===== config.mk =====
export PLATFORM = sky130hd
export DESIGN_NAME = fetch_unit
export DESIGN_NICKNAME = d
export VERILOG_FILES = /design/src/rtl/fetch_pkg.sv /design/src/rtl/fetch_icache.sv /design/src/rtl/fetch_unit.sv
export SDC_FILE = /design/constraint.sdc
export NUM_CORES = 1
export LEC_CHECK = 0
export ABC_AREA = 1
export BUFFER_PORTS_ARGS = -buffer_cell sky130_fd_sc_hd__buf_4
export CORE_MARGIN = 2
export CORE_UTILIZATION = 45
export DETAILED_ROUTE_END_ITERATION = 8
export GPL_ROUTABILITY_DRIVEN = 0
export PLACE_DENSITY = 0.64
export SLEW_MARGIN = 20
export SYNTH_ARGS = -nofsm -noshare
export SYNTH_HDL_FRONTEND = slang
export SYNTH_SLANG_ARGS = --single-unit

===== constraint.sdc =====
create_clock -name clk -period 4.26 [get_ports clk]
set_input_delay 0.213 -clock clk [delete_from_list [all_inputs] [get_ports clk]]
set_output_delay 0.213 -clock clk [all_outputs]
set_load 0.02 [all_outputs]

===== src/rtl/fetch_pkg.sv =====
// -----------------------------------------------------------------------------
// fetch_pkg
// Shared types and geometry helpers for the instruction-fetch front end.
// The widths of the PC fields are derived from the PC, line and cache-depth
// parameters. The cache module and the top module both use these helpers, so
// the two always agree on where offset, index and tag sit inside a PC.
//   state_t          : refill controller state (IDLE lookup / REFILL pending)
//   offsetWidth()    : byte-offset bits inside one cache line
//   indexWidth()     : line-select bits
//   tagWidth()       : remaining upper PC bits stored as the tag
//   wordsPerLine()   : instructions held by one line
//   byteSelWidth()   : byte-address bits inside one instruction
// -----------------------------------------------------------------------------
package fetch_pkg;

  typedef enum logic {
    IDLE   = 1'b0,
    REFILL = 1'b1
  } state_t;

  function automatic int offsetWidth(input int lineW);
    return $clog2(lineW / 8);
  endfunction

  function automatic int indexWidth(input int lines);
    return $clog2(lines);
  endfunction

  function automatic int tagWidth(input int pcW, input int lineW, input int lines);
    return pcW - offsetWidth(lineW) - indexWidth(lines);
  endfunction

  function automatic int wordsPerLine(input int lineW, input int insW);
    return lineW / insW;
  endfunction

  function automatic int byteSelWidth(input int insW);
    return $clog2(insW / 8);
  endfunction

endpackage


===== src/rtl/fetch_icache.sv =====
// -----------------------------------------------------------------------------
// fetch_icache
// Direct-mapped instruction cache storage. It holds one valid bit, one tag and
// one data line per entry.
// Reads are purely combinational, so a hit is visible in the same cycle as the
// PC that looks it up. Writes happen on the clock edge.
//   clk, rst_n     : clock, asynchronous active-low reset (clears valid bits)
//   i_rd_pc        : lookup PC
//   o_hit          : entry valid and tag matches
//   o_word         : instruction selected from the indexed line
//   i_wr_en        : write the line/tag at i_wr_index this edge
//   i_wr_index     : line to write
//   i_wr_tag       : tag to store
//   i_wr_line      : line data, word 0 in the LSBs
//   i_invalidate   : clear every valid bit this edge
// -----------------------------------------------------------------------------
module fetch_icache
  import fetch_pkg::*;
#(
  parameter int PC_W   = 16,
  parameter int INS_W  = 16,
  parameter int LINE_W = 64,
  parameter int LINES  = 8
) (
  input  logic                                    clk,
  input  logic                                    rst_n,
  input  logic [PC_W-1:0]                         i_rd_pc,
  output logic                                    o_hit,
  output logic [INS_W-1:0]                        o_word,
  input  logic                                    i_wr_en,
  input  logic [indexWidth(LINES)-1:0]            i_wr_index,
  input  logic [tagWidth(PC_W, LINE_W, LINES)-1:0] i_wr_tag,
  input  logic [LINE_W-1:0]                       i_wr_line,
  input  logic                                    i_invalidate
);

  localparam int OFF_W  = offsetWidth(LINE_W);
  localparam int IDX_W  = indexWidth(LINES);
  localparam int TAG_W  = tagWidth(PC_W, LINE_W, LINES);
  localparam int BYTE_W = byteSelWidth(INS_W);

  logic [LINES-1:0]  r_valid;
  logic [TAG_W-1:0]  r_tag  [LINES];
  logic [LINE_W-1:0] r_data [LINES];

  logic [OFF_W-1:0]  w_offset;
  logic [IDX_W-1:0]  w_index;
  logic [TAG_W-1:0]  w_tag;
  logic [31:0]       w_wordSel;
  logic [LINE_W-1:0] w_shifted;

  assign w_offset  = i_rd_pc[OFF_W-1:0];
  assign w_index   = i_rd_pc[OFF_W +: IDX_W];
  assign w_tag     = i_rd_pc[PC_W-1 -: TAG_W];

  // Byte offset converted to a word number; word 0 sits at the line LSBs,
  // so shifting right by whole words brings the wanted one to the bottom.
  assign w_wordSel = 32'(w_offset) >> BYTE_W;
  assign w_shifted = r_data[w_index] >> (w_wordSel * INS_W);

  assign o_word = w_shifted[INS_W-1:0];
  assign o_hit  = r_valid[w_index] && (r_tag[w_index] == w_tag);

  // Invalidate beats a fill on the same edge. The fill still stores its data
  // and tag below, but the entry is left invalid.
  always_ff @(posedge clk or negedge rst_n) begin
    if (!rst_n) begin
      r_valid <= '0;
    end else if (i_invalidate) begin
      r_valid <= '0;
    end else if (i_wr_en) begin
      r_valid[i_wr_index] <= 1'b1;
    end
  end

  // Tag and data need no reset; they are only trusted through the valid bit.
  always_ff @(posedge clk) begin
    if (i_wr_en) begin
      r_tag[i_wr_index]  <= i_wr_tag;
      r_data[i_wr_index] <= i_wr_line;
    end
  end

endmodule


===== src/rtl/fetch_unit.sv =====
// -----------------------------------------------------------------------------
// fetch_unit
// Instruction-fetch front end. It contains the PC register, a direct-mapped
// instruction cache and a single-request refill state machine. It presents
// instructions to decode through a valid/stall handshake.
//   clk, rst_n        : clock, asynchronous active-low reset
//   i_redirect        : load i_redirect_pc; squashes this cycle's instruction
//   i_redirect_pc     : redirect target (instruction aligned)
//   i_stall           : decode cannot accept; PC holds
//   i_invalidate      : clear all cache valid bits
//   o_ins_valid       : o_ins/o_pc_out carry a fetched instruction
//   o_ins             : instruction at o_pc_out, zero when not valid
//   o_pc_out          : current PC
//   o_pc_inc          : o_pc_out plus one instruction, wrapping
//   o_mem_req         : line refill request, held until i_mem_ack
//   o_mem_addr        : line-aligned refill address
//   i_mem_ack         : refill data present this cycle
//   i_mem_data        : refill line
// -----------------------------------------------------------------------------
module fetch_unit
  import fetch_pkg::*;
#(
  parameter int              PC_W     = 16,
  parameter int              INS_W    = 16,
  parameter int              LINE_W   = 64,
  parameter int              LINES    = 8,
  parameter logic [PC_W-1:0] RESET_PC = '0
) (
  input  logic              clk,
  input  logic              rst_n,
  input  logic              i_redirect,
  input  logic [PC_W-1:0]   i_redirect_pc,
  input  logic              i_stall,
  input  logic              i_invalidate,
  output logic              o_ins_valid,
  output logic [INS_W-1:0]  o_ins,
  output logic [PC_W-1:0]   o_pc_out,
  output logic [PC_W-1:0]   o_pc_inc,
  output logic              o_mem_req,
  output logic [PC_W-1:0]   o_mem_addr,
  input  logic              i_mem_ack,
  input  logic [LINE_W-1:0] i_mem_data
);

  localparam int OFF_W = offsetWidth(LINE_W);
  localparam int IDX_W = indexWidth(LINES);
  localparam int TAG_W = tagWidth(PC_W, LINE_W, LINES);

  state_t          r_state;
  logic [PC_W-1:0] r_pc;
  logic            r_memReq;
  logic [PC_W-1:0] r_memAddr;

  logic             w_hit;
  logic [INS_W-1:0] w_word;
  logic             w_insValid;
  logic             w_fill;
  logic [PC_W-1:0]  w_pcInc;

  fetch_icache #(
    .PC_W   (PC_W),
    .INS_W  (INS_W),
    .LINE_W (LINE_W),
    .LINES  (LINES)
  ) u_icache (
    .clk          (clk),
    .rst_n        (rst_n),
    .i_rd_pc      (r_pc),
    .o_hit        (w_hit),
    .o_word       (w_word),
    .i_wr_en      (w_fill),
    .i_wr_index   (r_memAddr[OFF_W +: IDX_W]),
    .i_wr_tag     (r_memAddr[PC_W-1 -: TAG_W]),
    .i_wr_line    (i_mem_data),
    .i_invalidate (i_invalidate)
  );

  // An ack only counts while a request is outstanding, which is exactly the
  // REFILL state; stray acks in IDLE never touch the arrays.
  assign w_fill  = (r_state == REFILL) && i_mem_ack;
  assign w_pcInc = r_pc + PC_W'(INS_W / 8);

  // Lookups only happen in IDLE. A redirect squashes the instruction that
  // sits at the old PC, and an invalidate hides a hit that is about to vanish.
  assign w_insValid = (r_state == IDLE) && w_hit && !i_redirect && !i_invalidate;

  assign o_ins_valid = w_insValid;
  assign o_ins       = w_insValid ? w_word : '0;
  assign o_pc_out    = r_pc;
  assign o_pc_inc    = w_pcInc;
  assign o_mem_req   = r_memReq;
  assign o_mem_addr  = r_memAddr;

  // PC update and refill controller. The PC only advances when decode actually
  // took an instruction. A redirect is honoured in either state. A refill that
  // is already outstanding always completes, because the request cannot be
  // withdrawn once memory has seen it.
  always_ff @(posedge clk or negedge rst_n) begin
    if (!rst_n) begin
      r_state   <= IDLE;
      r_pc      <= RESET_PC;
      r_memReq  <= 1'b0;
      r_memAddr <= '0;
    end else begin
      if (i_redirect) begin
        r_pc <= i_redirect_pc;
      end else if (w_insValid && !i_stall) begin
        r_pc <= w_pcInc;
      end

      case (r_state)
        IDLE: begin
          if (!w_hit) begin
            r_state   <= REFILL;
            r_memReq  <= 1'b1;
            r_memAddr <= {r_pc[PC_W-1:OFF_W], {OFF_W{1'b0}}};
          end
        end
        REFILL: begin
          if (i_mem_ack) begin
            r_state  <= IDLE;
            r_memReq <= 1'b0;
          end
        end
        default: begin
          r_state  <= IDLE;
          r_memReq <= 1'b0;
        end
      endcase
    end
  end

endmodule


Yosys cells after proc, flatten, opt, wreduce, memory -nomap -nowiden
Memory sizes are Yosys's and may differ from the RTL's.
Cells that the tools add are included.
{ "totals": {"ff_bits": 39, "ramBits": 592, "out_inout_bits": 66, "n_memories": 2} }
{ "op_classes": {"addsub": 1, "n_lt_le_gt_ge": 3, "eq_ne": 3, "shift": 1, "mux": 17, "bitwise_logic": 3, "n_reduce_logical": 14} }
{ "memory_table": {"columns": ["name", "depth", "word_bits", "rd", "rd_ports_with_merged_regs", "write_ports", "line", "text"], "rows": [
  ["u_icache.r_data", 8, 64, 1, 0, 1, "fetch_icache.sv:44", "logic [LINE_W-1:0] r_data [LINES];"],
  ["u_icache.r_tag", 8, 10, 1, 0, 1, "fetch_icache.sv:43", "logic [TAG_W-1:0] r_tag [LINES];"]
]} }
{ "ops": {"columns": ["operator", "n"], "rows": [
  ["64-bit by 6-bit right shift with 16-bit output", 1],
  ["16-bit two-way mux", 3],
  ["16-bit by 2-bit adder with 16-bit output, second input constant", 1],
  ["8-bit two-way mux", 2],
  ["10-bit equality test", 1],
  ["3-bit by 4-bit < comparator with 1-bit output, second input constant", 2],
  ["1-bit two-way mux", 8],
  ["8-bit bitwise OR", 1],
  ["1-bit logical AND", 7],
  ["2-bit != test, second input constant", 2],
  ["1-bit one-hot mux with 2 select lines", 2],
  ["2-bit AND reduction", 2],
  ["2-bit nonzero test", 2],
  ["1-bit binary-select mux with 3-bit select", 1],
  ["1-bit demux with 3-bit select", 1],
  ["3-bit by 1-bit greater-or-equal comparator with 1-bit output, second input constant", 1],
  ["1-bit zero test", 3],
  ["1-bit NOT", 2]
]} }

Logic depth before layout (Yosys ltp)
Gate-level depths: netlist of run 1.
{ "depth": {"depth_word": 9, "ltp_mapped": 19} }

Cells and area by module
Synthesis of run 1 repeated with hierarchy kept, for this count alone.
{ "hier_totals": {"cells_unflattened": 2077, "hier_area_um2": 25776.0} }
{ "by_module_without_submodules": {"columns": ["module", "n_inst", "cells_each", "area_per_inst_um2", "seq_area_each_um2"], "rows": [
  ["fetch_icache", 1, 1807, 23890.4, 17977.2],
  ["fetch_unit", 1, 270, 1885.6, 775.7]
]} }

Least setup slack after synthesis of run 1
OpenSTA, ideal clock, no wires.
{ "synth_timing": {"path_kind": "register to register", "start": "register r_memAddr[5], in the netlist o_mem_addr[5]", "end": "memory u_icache.r_data[5][0] (enable)", "arrival_time_ps": 3820, "required_time_ps": 3752, "slack_ps": -69, "stages_incl_launch_ff": 5, "path_buffers": 0, "path_cell_list": "dfrtp_1 > inv_1 > nor2_1 > inv_1 > nor2_1"} }
{ "synth_rtl": {"columns": ["item", "line", "text"], "rows": [
  ["from (decl)", "fetch_unit.sv:52", "logic [PC_W-1:0] r_memAddr;"],
  ["from (signal assigned)", "fetch_unit.sv:116", "r_memAddr <= {r_pc[PC_W-1:OFF_W], {OFF_W{1'b0}}};"],
  ["to (decl)", "fetch_icache.sv:44", null]
]} }
No word-level cell before the write port.

Worst setup path in the final report of run 1
{ "layout_timing": {"start": "register r_pc[3], in the netlist o_pc_out[3]", "end": "output o_ins[1]"} }
{ "layout_via": {"elab_chain_cells": 7, "word_cells_on_any_way": 11, "cone_classes": "eq/ne (1); shift (1); mux (3); reduce/logical (4); memory (2)"} }
{ "layout_rtl": {"columns": ["item", "line", "text"], "rows": [
  ["from (decl)", "fetch_unit.sv:50", "logic [PC_W-1:0] r_pc;"],
  ["from (signal assigned)", "fetch_unit.sv:106", "r_pc <= i_redirect_pc;"],
  ["from (signal assigned)", "fetch_unit.sv:108", "r_pc <= w_pcInc;"],
  ["parallel branches: the longest is 6 deep, another holds memory read 8 x 64 bit", null, null],
  ["16-bit two-way mux *", "fetch_unit.sv:88", "assign o_ins = w_insValid ? w_word : '0;"],
  ["to (decl)", "fetch_unit.sv:36", "output logic [INS_W-1:0] o_ins,"]
]} }
Every way passes the cells marked *. The select of a mux whose other input is x is not followed.

==> summary.txt, run 1 <==
Cells and area
  • Final #Nets: 2,476
  • Design area: 30,900 um^2
  • Commonest non-fill, non-tap cell in the layout: nand2_1
  • Final Non-Filler Cells: 3,204
  • Share of cells above drive strength 1: 12.2%
  • Syn-to-layout area delta: 18.3%
  • # fillers: 4,836
  • Commonest cells after routing, fill and taps aside: nand2_1, edfxtp_1, a21oi_1
  • Utilization after layout: 53.7%

Placed design
  • Dpl hpwl: 35,200 um
  • Placed cell count: 3,002
  • Placed cell areas: 27,900 um^2
  • DP Worst Slack: 780 ps
  • IO Port Bufs: 148

Power and ir drop
  • Total power: 15.2 mW
  • Power per Cell Area: 493 nW/um^2
  • Peak supply drop: 0.000255 V
  • Leak Pwr: 11.6 nW

Timing
  • Least-Margin Pin Slew: 902 ps
  • Final Hold Vio Count: 0
  • Final min period: 4020 ps
  • Skew final: 23.9 ps
  • TNS Setup: 0 ps
  • Tcrit/Tclk final: 94.3%
  • Worst slew margin: 39.8%
  • Final setup vio count: 0
  • Slew Viols, Final: 0
  • Setup slack after layout: 245 ps
  • Max frequency: 0.249 GHz
  • Unrepaired setup endpoints after global routing: no
  • Final Hold Slack: 53.5 ps

Setup path
  • Top cell by count, worst path: a21oi_1
  • Worst-path cell chain: clkinv_8, buf_12, a21oi_1, o311ai_0, a21oi_1, or2_1, nor2_1, buf_4
  • FF-to-FF path depth: 13
  • Critical path endpoint category: output port
  • Peak per-stage delay on the critical path: 640 ps
  • CP Max Fanout: 120
  • Crit Path Class: register to output port
  • Worst setup SP type: register
  • Slowest cell on crit path: dfrtp_4
  • CP arrival: 3800 ps
  • Critical Path RT: 4050 ps

Global routing
  • Pin count of the biggest net entering global routing: 121
  • Overall global routing resource usage: 22.3%
  • Grt met1 use: 30.9%
  • Initial antenna violation count: 7
  • Global route hottest layer: met2
  • Met2 Usage GRT: 35.8%
  • M3 GR Usage: 4.57%
  • Total global routing overflow: 0
  • First-pass GRT wire length: 102,000 um
  • Vias in the first global route: 17,156

Synth
  • Largest family of logic cells by synthesized area: simple AND/OR/NAND/NOR gates
  • Synth cell types: 40
  • Sequential share of the synthesized area: 71.9%
  • Synth warn: 0
  • Xor/xnor cell area share of the yosys netlist: 0.403%
  • Avg Cell Area, Syn: 11.9 um^2
  • Multiplexer area fraction after synthesis: 0%
  • Top cells by area, synth: edfxtp_1, nand2_1, a21oi_1
  • Synthesized cell area: 26,100 um^2
  • Post-Syn Instances: 2,198
  • Simple-gate share of the synthesized area: 14.9%
  • Synth area leader: edfxtp_1
  • Synth Area in Adders: 0.0480%
  • Number of synthesized register bits: 631
  • Synth top area share: 68.1%
  • Compound-Gate Fraction of Synth Area: 8.59%

Detailed routing
  • # DRC: 0
  • Final wirelength: 67,100 um
  • DRT Pass-1 Iters: 5
  • Initial DRC count: 1,796
  • Vias: 17,725
  • WL per Instance: 20.9 um
  • Via/cell ratio: 5.53
  • Detail Route Antenna Nets: 0

Die
  • Initial Util: 45.4%
  • Total core area: 57,500 um^2
  • Die footprint: 59,900 um^2
  • Top-Level Pins: 152
  • Cell Rows: 88
  • Die height: 245 um
  • Die W: 245 um

Clocking
  • CTS tree: done
  • Postcts setup bufs: 0
  • Clock Latency Late Sink: 600 ps
  • Num Clock Sinks: 631
  • Clock transition at path regs: 60 ps
  • H-tree Lvls: 3
  • TritonCTS buffer count: 66
  • Root buffer cell: clkbuf_16
  • CTS Buffer Depth: 3

Worst hold path
  • Hold depth: 5
  • Hold crit path type: input pin to register

Outcome
  • Status: finished clean

Flow run
  • # Max-Cap Violations: 0
-- cells by family (layout without fill, tap and decap cells) --
kind of cell             count (synthesis)  in the layout
buffers and inverters                  242            480
flip-flops                             631            631
AND/OR/NAND/NOR                        952            952
XOR/XNOR                                12             12
other                                    1              4
AO/OA/AOI/OAI                          359            359
adder cells (fa/ha/maj)                  1              1
-- registers in the layout, summed over array words and instances (netlist names) --
register          flops
o_pc_out             16
u_icache.r_data     512
o_mem_addr           13
u_icache.r_tag       80
u_icache.r_valid      8
r_state               1
o_mem_req             1
-- worst max-delay path, delay by kind of cell (launching register included) --
kind / cells / cell delay [ps]
buffers and inverters: 3 / 1050
AOI/OAI and AO/OA: 3 / 870
DFF: 1 / 640
and+or+nand+nor: 2 / 530
-- power breakdown --
part           internal, mW  total [mW]  switching (mW)
clock network          3.30        5.64            2.34
logic                 0.735        2.32            1.58
registers              7.10        7.26           0.160
-- repair_timing --
action                                  4_1_cts  5_1_grt
endpoints found under the setup margin        0       10
hold buffers                                 84        0
resized for setup                             0        3
endpoints found under the hold margin       577        0
-- synthesized netlist by cell type --
| cell type | instances |
|---|---|
| a21o_1 | 5 |
| a21oi_1 | 214 |
| a221oi_1 | 5 |
| a22oi_1 | 32 |
| a32o_1 | 18 |
| and2_1 | 2 |
| buf_1 | 17 |
| buf_2 | 56 |
| buf_4 | 15 |
| buf_6 | 8 |
| clkbuf_1 | 46 |
| conb_1 | 1 |
| dfrtp_1 | 39 |
| edfxtp_1 | 592 |
| ha_1 | 1 |
| inv_1 | 97 |
| inv_2 | 2 |
| inv_4 | 1 |
| nand2_1 | 691 |
| nand2_2 | 1 |
| nand3_1 | 163 |
| nand4_1 | 4 |
| nand4_2 | 1 |
| nand4_4 | 1 |
| nor2_1 | 73 |
| nor2_2 | 1 |
| nor2_4 | 1 |
| nor3_2 | 3 |
| o211ai_1 | 13 |
| o21ai_0 | 4 |
| o21ai_1 | 13 |
| o21ai_2 | 2 |
| o21ai_4 | 1 |
| o21bai_2 | 1 |
| o311ai_0 | 45 |
| o311ai_1 | 1 |
| o31ai_1 | 5 |
| or2_1 | 6 |
| or2_2 | 5 |
| xor2_1 | 12 |
-- final cells by class --
class	count	area [um^2]	share of cell area, %
sequential	631	18800	60.8
multi-input combinational	1327	6320	20.5
timing repair buffer	263	2330	7.54
clock buffer	85	1770	5.72
tap	765	957	3.10
inverter	100	393	1.27
clock inverter	32	344	1.11
antenna	1	2.50	0.00811
-- worst paths after layout --
check | slack [ps] | from | to
max in group asynchronous | 3710 | rst_n | o_pc_out[3]
min in group asynchronous | 140 | rst_n | o_pc_out[13]
max | 240 | o_pc_out[3] | o_ins[1]
min reg2reg | 500 | u_icache.r_valid[7] | u_icache.r_valid[7]
max reg2reg | 1210 | o_pc_out[3] | o_mem_addr[10]
min | 50 | i_redirect | o_pc_out[10]
-- routing by layer --
metal / share of wire [%] / wire length (um) / vias up
li1: - / - / 8168
met1: 42 / 28400 / 8696
met2: 47 / 31800 / 746
met3: 8.1 / 5410 / 103
met4: 2.0 / 1360 / 12
met5: 0.10 / 67 / -
(Power assumes the default switching activity.)
==> run 2, diff against run 1 <==
--- a/config.mk
+++ b/config.mk
@@ -12,6 +12,7 @@
 export DETAILED_ROUTE_END_ITERATION = 8
 export GPL_ROUTABILITY_DRIVEN = 0
 export PLACE_DENSITY = 0.64
+export RECOVER_POWER = 100
 export SLEW_MARGIN = 20
 export SYNTH_ARGS = -nofsm -noshare
 export SYNTH_HDL_FRONTEND = slang
==> summary.txt, run 2 (same netlist as run 1, synthesis figures left out) <==
Outcome
  • Status: finished, violations left (was finished clean)
  • Failing checks: max-capacitance violations, max-slew violations

Clocking
  • TritonCTS buffer count: 66 (unchanged)
  • Clock Latency Late Sink: 600 ps (about the same)
  • CTS tree: done (unchanged)
  • Postcts setup bufs: 0 (unchanged)
  • Root buffer cell: clkbuf_16 (unchanged)
  • CTS Buffer Depth: 3 (unchanged)
  • H-tree Lvls: 3 (unchanged)
  • Clock transition at path regs: 60 ps (about the same)
  • Num Clock Sinks: 631 (unchanged)

Power and ir drop
  • Peak supply drop: 0.000256 V (was 0.000255 V)
  • Power per Cell Area: 500 nW/um^2 (was 493 nW/um^2)
  • Leak Pwr: 11.1 nW (was 11.6 nW)
  • Total power: 15.1 mW (was 15.2 mW)

Worst hold path
  • Hold path startpoint: i_redirect (unchanged)
  • Hold crit path type: input pin to register (unchanged)
  • Hold Path End: o_pc_out[10] (unchanged)
  • Hold depth: 5 (unchanged)

Global routing
  • Total global routing overflow: 0 (unchanged)
  • Initial antenna violation count: 7 (unchanged)
  • Overall global routing resource usage: 22.3% (unchanged)
  • First-pass GRT wire length: 102,000 um (unchanged)
  • Pin count of the biggest net entering global routing: 121 (unchanged)
  • Vias in the first global route: 17,156 (unchanged)

Setup path
  • Worst setup SP type: register (unchanged)
  • Setup slack, reg-to-reg: 360 ps (was 1210 ps)
  • Peak per-stage delay on the critical path: 730 ps (was 640 ps)
  • Slowest cell on crit path: clkbuf_4 (was dfrtp_4)
  • Reg-to-Reg End: u_icache.r_data[1][63] (was o_mem_addr[10])
  • Critical path endpoint category: output port (unchanged)
  • R2r startpoint: r_state (was o_pc_out[3])
  • CP Max Fanout: 64 (was 120)
  • Critical Path RT: 4050 ps (about the same)
  • FF-to-FF path depth: 5 (was 13)
  • Worst-path cell chain: clkbuf_4, nand2_1, nand2_1, a21oi_1, o311ai_0, a21oi_1, or2_2, nor2_1, clkbuf_2 (was clkinv_8, buf_12, a21oi_1, o311ai_0, a21oi_1, or2_1, nor2_1, buf_4)
  • Crit Path Class: register to output port (unchanged)
  • CP arrival: 3850 ps (was 3800 ps)

Detailed routing
  • WL per Instance: 21.0 um (was 20.9 um)
  • Detail Route Antenna Nets: 0 (unchanged)
  • # DRC: 0 (unchanged)
  • Initial DRC count: 1,594 (was 1,796)
  • DRT Pass-1 Iters: 5 (unchanged)
  • Via/cell ratio: 5.50 (was 5.53)
  • Vias: 17,619 (was 17,725)
  • Final wirelength: 67,200 um (was 67,100 um)

Timing
  • Max frequency: 0.246 GHz (was 0.249 GHz)
  • Final min period: 4070 ps (was 4020 ps)
  • Unrepaired setup endpoints after global routing: no (unchanged)
  • Tcrit/Tclk final: 95.4% (was 94.3%)
  • Final Hold Vio Count: 0 (unchanged)
  • Skew final: 23.5 ps (was 23.9 ps)
  • Least-Margin Pin Slew: 2720 ps (was 902 ps)
  • Setup slack after layout: 194 ps (was 245 ps)
  • Worst slew margin: -81.6% (was 39.8%)
  • Final setup vio count: 0 (unchanged)
  • Slew Viols, Final: 226 (was 0)

Cells and area
  • Commonest cells after routing, fill and taps aside: nand2_1, edfxtp_1, a21oi_1 (unchanged)
  • Design area: 30,300 um^2 (was 30,900 um^2)
  • Commonest non-fill, non-tap cell in the layout: nand2_1 (unchanged)
  • Share of cells above drive strength 1: 7.22% (was 12.2%)
  • Largest Register: u_icache.r_data (unchanged)
  • Final #Nets: 2,476 (unchanged)
  • Syn-to-layout area delta: 16.2% (was 18.3%)
  • Largest register FFs: 512 (unchanged)

Die
  • Die footprint: 59,900 um^2 (unchanged)
  • Cell Rows: 88 (unchanged)
  • Die height: 245 um (unchanged)
  • Top-Level Pins: 152 (unchanged)
  • Die W: 245 um (unchanged)
  • Initial Util: 45.4% (unchanged)
  • Total core area: 57,500 um^2 (unchanged)

Flow run
  • # Max-Cap Violations: 8 (was 0)

Placed design
  • Placed cell areas: 27,900 um^2 (unchanged)
  • IO Port Bufs: 148 (unchanged)
  • DP Worst Slack: 780 ps (unchanged)
  • Dpl hpwl: 35,200 um (unchanged)
run 2: how the worst max path moves through the flow:
| stage | slack [ps] | start | to |
|---|---|---|---|
| 6_report | 190 | o_pc_out[3] | o_ins[5] |
| 5_1_grt | 40 | o_pc_out[3] | o_ins[10] |
| 4_1_cts | 70 | o_pc_out[3] | o_ins[15] |
| 3_5_place_dp | 780 | o_pc_out[3] | o_ins[15] |
| 3_3_place_gp | 750 | o_pc_out[3] | o_ins[12] |
| 2_1_floorplan | -70 | o_mem_addr[5] | u_icache.r_data[5][0] |
run 2: report_power, final:
| group | switching, mW | internal, mW |
|---|---|---|
| clock network | 2.34 | 3.30 |
| logic | 1.57 | 0.652 |
| registers | 0.159 | 7.11 |
| total | 4.07 | 11.1 |
run 2: through the flow:
step           util (%)  hold WS (ps)  TNS, ps  instances
2_1_floorplan         -         -82.6   -24770       2200
3_3_place_gp       48.5           227        0       3002
3_5_place_dp       48.5           231        0       3002
4_1_cts            53.7          14.3        0       3203
5_1_grt            52.7          55.7        0       3204
6_report           52.7          54.7        0       3205
run 2: layer usage:
metal	track usage, %	vias up	share of wire [%]
li1	-	8167	-
met1	30.9	8650	43
met2	35.8	690	47
met3	4.57	100	8.2
met4	6.78	12	2.0
met5	0	-	0.10
run 2: worst max-delay path, delay by kind of cell (launching register included):
family,cells,cell delay (ps)
AO/OA/AOI/OAI,3,930
buffers and inverters,2,920
flip-flops,1,670
AND/OR/NAND/NOR,4,680
run 2: layout make-up:
cell class / count / area, um^2
diodes: 2 / 5.00
clock buffers: 85 / 1770
clock inverters: 32 / 344
fillers: 4967 / 27200
inverters: 100 / 393
multi-input cells: 1327 / 6230
flip-flops and latches: 631 / 18800
well taps: 765 / 957
repair buffers: 263 / 1850
run 2: timing repair:
action / 4_1_cts / 5_1_grt
endpoints found under the setup margin: 0 / 10
hold endpoints to repair: 577 / 0
gates resized for setup: 0 / 3
hold buffers: 84 / 0
